<file path="config.mk">
export PLATFORM = sky130hd
export DESIGN_NAME = motor_pwm_gen
export DESIGN_NICKNAME = d
export VERILOG_FILES = /design/src/rtl/motor_pkg.sv /design/src/rtl/pwm_tick_gen.sv /design/src/rtl/motor_pwm_gen.sv
export SDC_FILE = /design/constraint.sdc
export NUM_CORES = 1
export LEC_CHECK = 0
export BUFFER_PORTS_ARGS = -buffer_cell sky130_fd_sc_hd__buf_2
export CAP_MARGIN = 20
export CORE_ASPECT_RATIO = 0.75
export CORE_MARGIN = 2
export CORE_UTILIZATION = 35
export CTS_BUF_LIST = sky130_fd_sc_hd__clkbuf_8
export CTS_CLUSTER_DIAMETER = 30
export CTS_CLUSTER_SIZE = 12
export DETAILED_ROUTE_END_ITERATION = 10
export PLACE_DENSITY_LB_ADDON = 0.1
export SYNTH_ARGS = -nofsm -noshare
export SYNTH_HDL_FRONTEND = slang
export SYNTH_SLANG_ARGS = --single-unit
</file>
<file path="constraint.sdc">
create_clock -name i_clk -period 5.1 [get_ports i_clk]
set_clock_uncertainty 0.05 [all_clocks]
set_input_delay 1.275 -clock i_clk [delete_from_list [all_inputs] [get_ports i_clk]]
set_output_delay 1.275 -clock i_clk [all_outputs]
set_load 0.01 [all_outputs]
</file>
<file path="src/rtl/motor_pkg.sv">
// motor_pkg
// Shared definitions for the motor speed-select FSM and the PWM generator:
// speed codes, the code-to-duty table, the ramp FSM state encoding and the
// number of PWM steps per period.
package motor_pkg;

  localparam int PWM_STEPS = 100;

  localparam logic [2:0] S_SPEED_0 = 3'd0;
  localparam logic [2:0] S_SPEED_1 = 3'd1;
  localparam logic [2:0] S_SPEED_2 = 3'd2;
  localparam logic [2:0] S_SPEED_3 = 3'd3;
  localparam logic [2:0] S_SPEED_4 = 3'd4;

  localparam logic [6:0] DUTY_0 = 7'd0;
  localparam logic [6:0] DUTY_1 = 7'd25;
  localparam logic [6:0] DUTY_2 = 7'd50;
  localparam logic [6:0] DUTY_3 = 7'd75;
  localparam logic [6:0] DUTY_4 = 7'd100;

  typedef enum logic [1:0] {
    ST_IDLE      = 2'd0,
    ST_RAMP_UP   = 2'd1,
    ST_RAMP_DOWN = 2'd2,
    ST_BRAKE     = 2'd3
  } ramp_state_e;

  // Codes 5..7 are not produced by a healthy speed FSM; treat them as a stop
  // request so a corrupted code can never drive the motor.
  function automatic logic [6:0] target_duty(input logic [2:0] code);
    case (code)
      S_SPEED_0: return DUTY_0;
      S_SPEED_1: return DUTY_1;
      S_SPEED_2: return DUTY_2;
      S_SPEED_3: return DUTY_3;
      S_SPEED_4: return DUTY_4;
      default:   return DUTY_0;
    endcase
  endfunction

endpackage

</file>
<file path="src/rtl/pwm_tick_gen.sv">
// pwm_tick_gen
// Prescaler for the PWM counter. Counts 0..PRESCALE-1 and raises tick while
// the count sits at PRESCALE-1, then wraps.
// Ports:
//   clk   - system clock
//   rst   - asynchronous active-high reset
//   clear - synchronous restart of the count from 0
//   tick  - high on the last clock of each prescale interval
module pwm_tick_gen #(
  parameter int PRESCALE = 10
) (
  input  logic clk,
  input  logic rst,
  input  logic clear,
  output logic tick
);

  localparam int CW = (PRESCALE > 1) ? $clog2(PRESCALE) : 1;
  localparam logic [CW-1:0] LAST = CW'(PRESCALE - 1);

  logic [CW-1:0] count;

  always_ff @(posedge clk or posedge rst) begin
    if (rst) begin
      count <= '0;
    end else if (clear) begin
      count <= '0;
    end else if (count == LAST) begin
      count <= '0;
    end else begin
      count <= count + CW'(1);
    end
  end

  // With PRESCALE=1 the count is pinned at 0, so tick is permanently high.
  assign tick = (count == LAST);

endmodule

</file>
<file path="src/rtl/motor_pwm_gen.sv">
// motor_pwm_gen
// Turns the 3-bit speed code into a 100-step PWM drive. The applied duty ramps
// toward the target by RAMP_STEP percent per PWM period (soft start/stop) and
// only changes at period boundaries; the brake input overrides everything and
// forces duty to 0 immediately.
// Ports:
//   i_clk         - system clock
//   i_reset       - asynchronous active-high reset
//   i_speed_state - speed code, 0..4 valid, 5..7 treated as stop
//   i_brake       - level brake request
//   o_pwm         - registered PWM output
//   o_duty        - applied duty in percent (0..100)
//   o_at_target   - applied duty equals target and brake is released
//   o_period_end  - one-clock pulse marking each PWM period boundary
module motor_pwm_gen
  import motor_pkg::*;
#(
  parameter int PRESCALE  = 10,
  parameter int RAMP_STEP = 5
) (
  input  logic       i_clk,
  input  logic       i_reset,
  input  logic [2:0] i_speed_state,
  input  logic       i_brake,
  output logic       o_pwm,
  output logic [6:0] o_duty,
  output logic       o_at_target,
  output logic       o_period_end
);

  localparam logic [6:0] CNT_LAST = 7'(PWM_STEPS - 1);
  localparam logic [6:0] STEP7    = 7'(RAMP_STEP);
  localparam logic [7:0] STEP8    = 8'(RAMP_STEP);

  ramp_state_e state;
  ramp_state_e state_next;

  logic [6:0] r_cnt;
  logic [6:0] r_duty;
  logic [6:0] duty_next;
  logic [6:0] target;
  logic [7:0] up_sum;
  logic [7:0] down_limit;
  logic [6:0] ramp_up_val;
  logic [6:0] ramp_down_val;
  logic       tick;
  logic       period_end;
  logic       brake_entry;

  assign target      = target_duty(i_speed_state);
  assign period_end  = tick && (r_cnt == CNT_LAST);
  assign brake_entry = i_brake && (state != ST_BRAKE);

  // Brake entry restarts the period so the soft restart begins on a clean
  // period boundary.
  pwm_tick_gen #(
    .PRESCALE(PRESCALE)
  ) u_tick (
    .clk  (i_clk),
    .rst  (i_reset),
    .clear(brake_entry),
    .tick (tick)
  );

  // PWM position within the period, advancing once per prescaler tick.
  always_ff @(posedge i_clk or posedge i_reset) begin
    if (i_reset) begin
      r_cnt <= '0;
    end else if (brake_entry) begin
      r_cnt <= '0;
    end else if (tick) begin
      if (r_cnt == CNT_LAST) begin
        r_cnt <= '0;
      end else begin
        r_cnt <= r_cnt + 7'd1;
      end
    end
  end

  // Ramp arithmetic is done in 8 bits so duty+step (up to 200) cannot wrap
  // before the saturation compare. Both directions saturate at the target.
  always_comb begin
    up_sum        = {1'b0, r_duty} + STEP8;
    down_limit    = {1'b0, target} + STEP8;
    ramp_up_val   = (up_sum >= {1'b0, target}) ? target : up_sum[6:0];
    ramp_down_val = ({1'b0, r_duty} > down_limit) ? (r_duty - STEP7) : target;
  end

  // Ramp FSM next state and next duty. Direction is re-evaluated every clock,
  // but the duty itself only moves at a period end, except on brake.
  always_comb begin
    state_next = state;
    duty_next  = r_duty;
    if (i_brake) begin
      state_next = ST_BRAKE;
      duty_next  = 7'd0;
    end else begin
      case (state)
        ST_IDLE: begin
          if (target > r_duty) begin
            state_next = ST_RAMP_UP;
          end else if (target < r_duty) begin
            state_next = ST_RAMP_DOWN;
          end
        end
        ST_RAMP_UP: begin
          if (target < r_duty) begin
            state_next = ST_RAMP_DOWN;
          end else if (target == r_duty) begin
            state_next = ST_IDLE;
          end else if (period_end) begin
            duty_next = ramp_up_val;
            if (ramp_up_val == target) begin
              state_next = ST_IDLE;
            end
          end
        end
        ST_RAMP_DOWN: begin
          if (target > r_duty) begin
            state_next = ST_RAMP_UP;
          end else if (target == r_duty) begin
            state_next = ST_IDLE;
          end else if (period_end) begin
            duty_next = ramp_down_val;
            if (ramp_down_val == target) begin
              state_next = ST_IDLE;
            end
          end
        end
        ST_BRAKE: begin
          duty_next  = 7'd0;
          state_next = (target > 7'd0) ? ST_RAMP_UP : ST_IDLE;
        end
        default: begin
          state_next = ST_IDLE;
          duty_next  = 7'd0;
        end
      endcase
    end
  end

  // State, duty and the registered outputs. o_at_target is taken from the
  // next state so it changes on the same edge as the state.
  always_ff @(posedge i_clk or posedge i_reset) begin
    if (i_reset) begin
      state        <= ST_IDLE;
      r_duty       <= '0;
      o_at_target  <= 1'b1;
      o_pwm        <= 1'b0;
      o_period_end <= 1'b0;
    end else begin
      state        <= state_next;
      r_duty       <= duty_next;
      o_at_target  <= (state_next == ST_IDLE);
      o_pwm        <= (r_cnt < r_duty) && (state != ST_BRAKE);
      o_period_end <= period_end;
    end
  end

  assign o_duty = r_duty;

endmodule
</file>
Yosys cells after proc, flatten, opt, wreduce, memory -nomap -nowiden

Index checks and enable logic that the tools add are counted.

Bits in registers: 23
Bits in latches: 0
RAM bits: 0
ROM bits: 0
Bits of input ports: 6
Output and inout port bits: 10
Word-level logic and storage cells: 74
Memories kept: 0

$add $sub $neg: 5
Multiply operators: 0
Div/mod/pow operators: 0
Magnitude comparators: 6
Equality and inequality tests: 19
Shifts and indexed selects: 0
Muxes and demuxes: 29
Bitwise operators: 0
Reduce and logical (&&, ||, !) cells: 8

Operator list:

| kind                                               | number |
|---|---|
| 2-to-1 mux 7 bit                                   | 12 |
| case mux 7 bit (4 select lines)                    | 1 |
| 2-to-1 mux 2 bit                                   | 11 |
| == test 7 bit                                      | 3 |
| case mux 7 bit (3 select lines)                    | 1 |
| != test 3 bit, second input constant               | 6 |
| adder 7 x 3 -> 8 bit, second input constant        | 2 |
| < comparator 7 bit                                 | 2 |
| >= comparator 8 x 7 -> 1 bit                       | 1 |
| > comparator 7 x 8 -> 1 bit                        | 1 |
| 2-to-1 mux 4 bit                                   | 2 |
| case mux 2 bit (4 select lines)                    | 1 |
| adder 7 x 1 -> 7 bit, second input constant        | 1 |
| == test 7 bit, second input constant               | 1 |
| > comparator 7 x 1 -> 1 bit, second input constant | 1 |
| > comparator 7 bit                                 | 1 |
| AND reduction 7 bit                                | 1 |
| subtractor 7 x 3 -> 7 bit, second input constant   | 1 |
| == test 3 x 2 -> 1 bit, second input constant      | 2 |
| adder 4 x 1 -> 4 bit, second input constant        | 1 |
| == test 2 bit, second input constant               | 2 |
| == test 4 bit, second input constant               | 1 |
| logical NOT 2 bit                                  | 2 |
| nonzero test 4 bit                                 | 1 |
| other kinds (7)                                    | 9 |

Depth between registers and ports, before layout

Word-level depth: 13
Mapped depth: 14
Gate-level depth less buffers: 13

Cells and area by module

Synthesis repeated with hierarchy kept, for this count alone.

Cell total of the unflattened synthesis: 313
Area, all modules: 2,616.3 sq um

Modules (own cells, without submodules):

| module        | times used | cells each | area each (sq um) | sequential area each (sq um) |
|---|---|---|---|---|
| motor_pwm_gen | 1          | 292        | 2,409.8           | 476.7 |
| pwm_tick_gen  | 1          | 21         | 206.4             | 100.1 |

Least setup slack after synthesis

Ideal clock, no wire load.

Kind: input port to flip-flop
Start: in i_speed_state[1]
End: reg r_duty[5] (netlist: o_duty[5])
Arrival: 3.660 ns
Slack: 1.243 ns
Stages on the path: 12
Path buffers: 2
Cells stage by stage: buf_2 -> nand2b_1 -> inv_1 -> a21oi_2 -> inv_1 -> ha_1 -> or4_4 -> o22ai_4 -> mux2i_2 -> or2_1 -> buf_6 -> a311oi_2

Cells in the longest elaborated chain, start to end: 10

Ends and longest elaborated chain:

| what                                  | RTL line             | text |
|---|---|---|
| from (decl)                           | motor_pwm_gen.sv:23  | `input logic [2:0] i_speed_state,` |
| == test 3 bit (tied with other cells) | motor_pkg.sv:31      | `case (code)` |
| case mux 7 bit (4 select lines) (*)   | motor_pkg.sv:31      |  |
| adder 7 x 3 -> 8 bit                  | motor_pwm_gen.sv:84  | `down_limit = {1'b0, target} + STEP8;` |
| > comparator 7 x 8 -> 1 bit           | motor_pwm_gen.sv:86  | `ramp_down_val = ({1'b0, r_duty} > down_limit) ? (r_duty - STEP7) : target;` |
| 2-to-1 mux 7 bit                      | motor_pwm_gen.sv:86  |  |
| 2-to-1 mux 7 bit                      | motor_pwm_gen.sv:123 | `end else if (period_end) begin` |
| 2-to-1 mux 7 bit                      | motor_pwm_gen.sv:121 | `end else if (target == r_duty) begin` |
| 2-to-1 mux 7 bit                      | motor_pwm_gen.sv:119 | `if (target > r_duty) begin` |
| case mux 7 bit (3 select lines)       | motor_pwm_gen.sv:98  | `case (state)` |
| 2-to-1 mux 7 bit                      | motor_pwm_gen.sv:94  | `if (i_brake) begin` |
| to (signal assigned)                  | motor_pwm_gen.sv:153 | `r_duty <= duty_next;` |
| to (decl)                             | motor_pwm_gen.sv:39  | `logic [6:0] r_duty;` |

Every way passes the cells marked *; elsewhere a longest branch is shown, timed or not. The select of a mux whose other input is x is not followed.
A chain may end at the register's enable or synchronous reset.

Worst setup path after layout

Start: in i_speed_state[2]
End: reg r_duty[4] (netlist: o_duty[4])

Same word-level chain as after synthesis.

==> flow_metrics.tcl <==
set metrics [dict create \
    layout_min_cycle_time_ns 4.25 \
    worstPathArrival_ns 4.32 \
    synth_fp_nets 365 \
    layout-drive-gt1-share 0.126 \
    post_synth.cell_area_avg_um2 8.46 \
    instances_no_fill 434 \
    cts-resized-gates 0 \
    antenna_violations_before_repair 0 \
    post-synth-top-area-cell "sky130_fd_sc_hd__dfrtp_1" \
    cap_violations 0 \
    floorplan.die.height_um 80.8 \
    dominantRegCellSynth "sky130_fd_sc_hd__dfrtp_1" \
    numPortBuffers 15 \
    crit_required_ns 5.17 \
    num_antenna_cells 0 \
    cts-htree-levels 1 \
    clock_tree.root_cell "sky130_fd_sc_hd__clkbuf_8" \
    synthTopCellsByArea "sky130_fd_sc_hd__dfrtp_1, sky130_fd_sc_hd__ha_1, sky130_fd_sc_hd__xnor2_1, sky130_fd_sc_hd__nor3_1, sky130_fd_sc_hd__o21ai_0" \
    grt_setup_unrepaired "no" \
    ir_drop_mv 0.220 \
    critPathKind "primary input to register" \
    cts_tree "done" \
    grt_pass1_wl_um 12700 \
    dpl.cell_count 430 \
    area_growth_syn_to_layout_pct 7.78 \
    row_count 27 \
    grt-ovfl-total 0 \
    grt_util_met2 0.275 \
    gp_routability_congestion 0.840 \
    grt_pass1_vias 2334 \
    cp-end-kind "register" \
    tns_ns 0 \
    synthArstFlopShare 1.00 \
    post-cts-setup-buffer-count 0 \
    cts_hold_buffers 0 \
    layout_worst_path_cycle_share 0.833 \
    timing_worst_slew_pin_value_ns 0.869 \
    seq_area_frac_synth 0.210 \
    detail_route.drc_violations 0 \
    pin_count_of_the_biggest_net_entering_global_routing 24 \
    groute.layer.met3.usage 0.0441 \
    count_of_flip_flops_with_a_built_in_enable_after_synthesis 0 \
    holdCritPathClass "register to register" \
    final_hold_viol_count 0 \
    globalRouteMet1Util 0.296 \
    report.final.slew_viol_count 0 \
    synth.distinct_cells 58 \
    placed_area_mm2 0.00292 \
    power.static_leakage_uw 0.00131 \
    synth_top_cell_area_share 0.200 \
    setup.worst_path.start_class "primary input" \
    yosys_warnings 0 \
    clk_pin_slew_ns 0.08 \
    clock_buffer_count_from_cts 3 \
    synth.cell_area_mm2 0.00275 \
    maxClockFrequency_ghz 0.235 \
    setup_viol 0 \
    via_count 2519 \
    design.die.area_mm2 0.00859 \
    i_o_pins 16 \
    dieWidth_um 106 \
    hpwlAfterDp_um 6290 \
    path_max_fanout 13 \
    core_mm2 0.00747 \
    drt-initial-drc-count 209 \
    initial_utilization 0.368 \
    total_nets_final 374 \
    drt-vias-per-instance 5.80 \
    result_of_the_run "finished clean" \
    top_usage_layer "met1" \
    tritoncts_num_sinks 23 \
    ys_ff_latch 23 \
    cts-root-to-sink-buffers 2 \
    p_per_area_mw_per_mm2 526 \
    mostFrequentLayoutCells "sky130_fd_sc_hd__ha_1, sky130_fd_sc_hd__nor3_1, sky130_fd_sc_hd__o21ai_0" \
    finalInstanceArea_mm2 0.00296 \
    drt_wl_total_um 8080 \
    wire_per_inst_um 18.6 \
    detailedRoute.firstPassIterationCount 4 \
    postSynthCellCount 325 \
    detail-route-antenna-nets 0 \
    timing.slew.headroom 0.420 \
    clock_latency_ns 0.26 \
    track_usage 0.195 \
    layout.cells.most_common "sky130_fd_sc_hd__ha_1" \
]
==> cells by family after synthesis <==
logic type / Yosys count / synth area share
adder cells (fa/ha/maj): 34 / 0.155
multiplexers: 2 / 0.00865
XOR/XNOR: 26 / 0.0929
AO/OA/AOI/OAI: 97 / 0.255
flip-flops: 23 / 0.210
AND/OR/NAND/NOR: 105 / 0.222
buffers and inverters: 38 / 0.0574
==> stage by stage <==
stage	util	worst slack, ns	total power (uW)	hold WS, ns
2_1_floorplan	-	1.24	1140	0.411
3_3_place_gp	0.391	0.716	1440	0.440
3_5_place_dp	0.391	0.590	1430	0.451
4_1_cts	0.397	0.875	1550	0.463
5_1_grt	0.397	0.657	1710	0.503
6_report	0.397	0.850	1560	0.463
==> worst paths after layout <==
path | startpoint | end | slack [ns] | cells past startpoint
max | i_speed_state[2] | o_duty[4] | 0.85 | 11
min | u_tick.count[0] | u_tick.count[0] | 0.46 | 1
max reg2reg | o_duty[1] | o_duty[4] | 1.70 | 8
min reg2reg | u_tick.count[0] | u_tick.count[0] | 0.46 | 1
max in group asynchronous | i_reset | u_tick.count[2] | 3.34 | 2
min in group asynchronous | i_reset | state[0] | 1.13 | 2
==> state kept, by name, summed over array words and instances (netlist names) <==
name and cells:
o_pwm 1, state 2, o_at_target 1, o_duty 7, o_period_end 1, u_tick.count 4, r_cnt 7
==> per-layer routing <==
metal	vias up	wire [um]	share of wire
li1	1229	-	-
met3	15	773	0.096
met5	-	0	0
met2	92	3160	0.39
met4	0	136	0.017
met1	1183	4010	0.50
==> cell type report <==
class                      count  area (um^2)
fill                         763         4500
multi-input combinational    264         2010
sequential                    23          577
tap                          101          126
timing repair buffer          21          120
inverter                      21         78.8
clock buffer                   3         41.3
clock inverter                 1         5.00
==> synth_stat cells, drive strengths merged, types with 2 or more instances <==
cell	number
a311oi	8
o21ai	24
a211oi	5
a21boi	2
nand4b	2
o32ai	2
o211ai	2
xnor3	2
a31oi	6
nor2b	6
ha	34
nor2	18
xor2	8
nand3b	2
xnor2	16
nand4	6
clkbuf	9
o21a	3
buf	8
o2111ai	3
and3	4
a211o	2
and4	3
nand3	13
mux2i	2
dfrtp	22
nand2	7
a21oi	19
o311ai	4
a21o	12
nor4	2
nand2b	9
inv	21
nor3	24
and2	3
==> worst max-delay path, cell delays in order <==
cell                       delay [ns]
sky130_fd_sc_hd__buf_2           0.21
sky130_fd_sc_hd__nand2b_1        0.28
sky130_fd_sc_hd__inv_1           0.16
sky130_fd_sc_hd__a21oi_2         0.31
sky130_fd_sc_hd__inv_1           0.13
sky130_fd_sc_hd__ha_1            0.24
sky130_fd_sc_hd__or4_4           0.53
sky130_fd_sc_hd__o22ai_4         0.15
sky130_fd_sc_hd__mux2i_2         0.46
sky130_fd_sc_hd__or2_1           0.40
sky130_fd_sc_hd__a311oi_2        0.16
==> power breakdown <==
part           internal (uW)  switching [uW]
Combinational            453             656
Clock                   54.6            60.7
Sequential               237            98.0
Power figures use the tool's default switching activity.
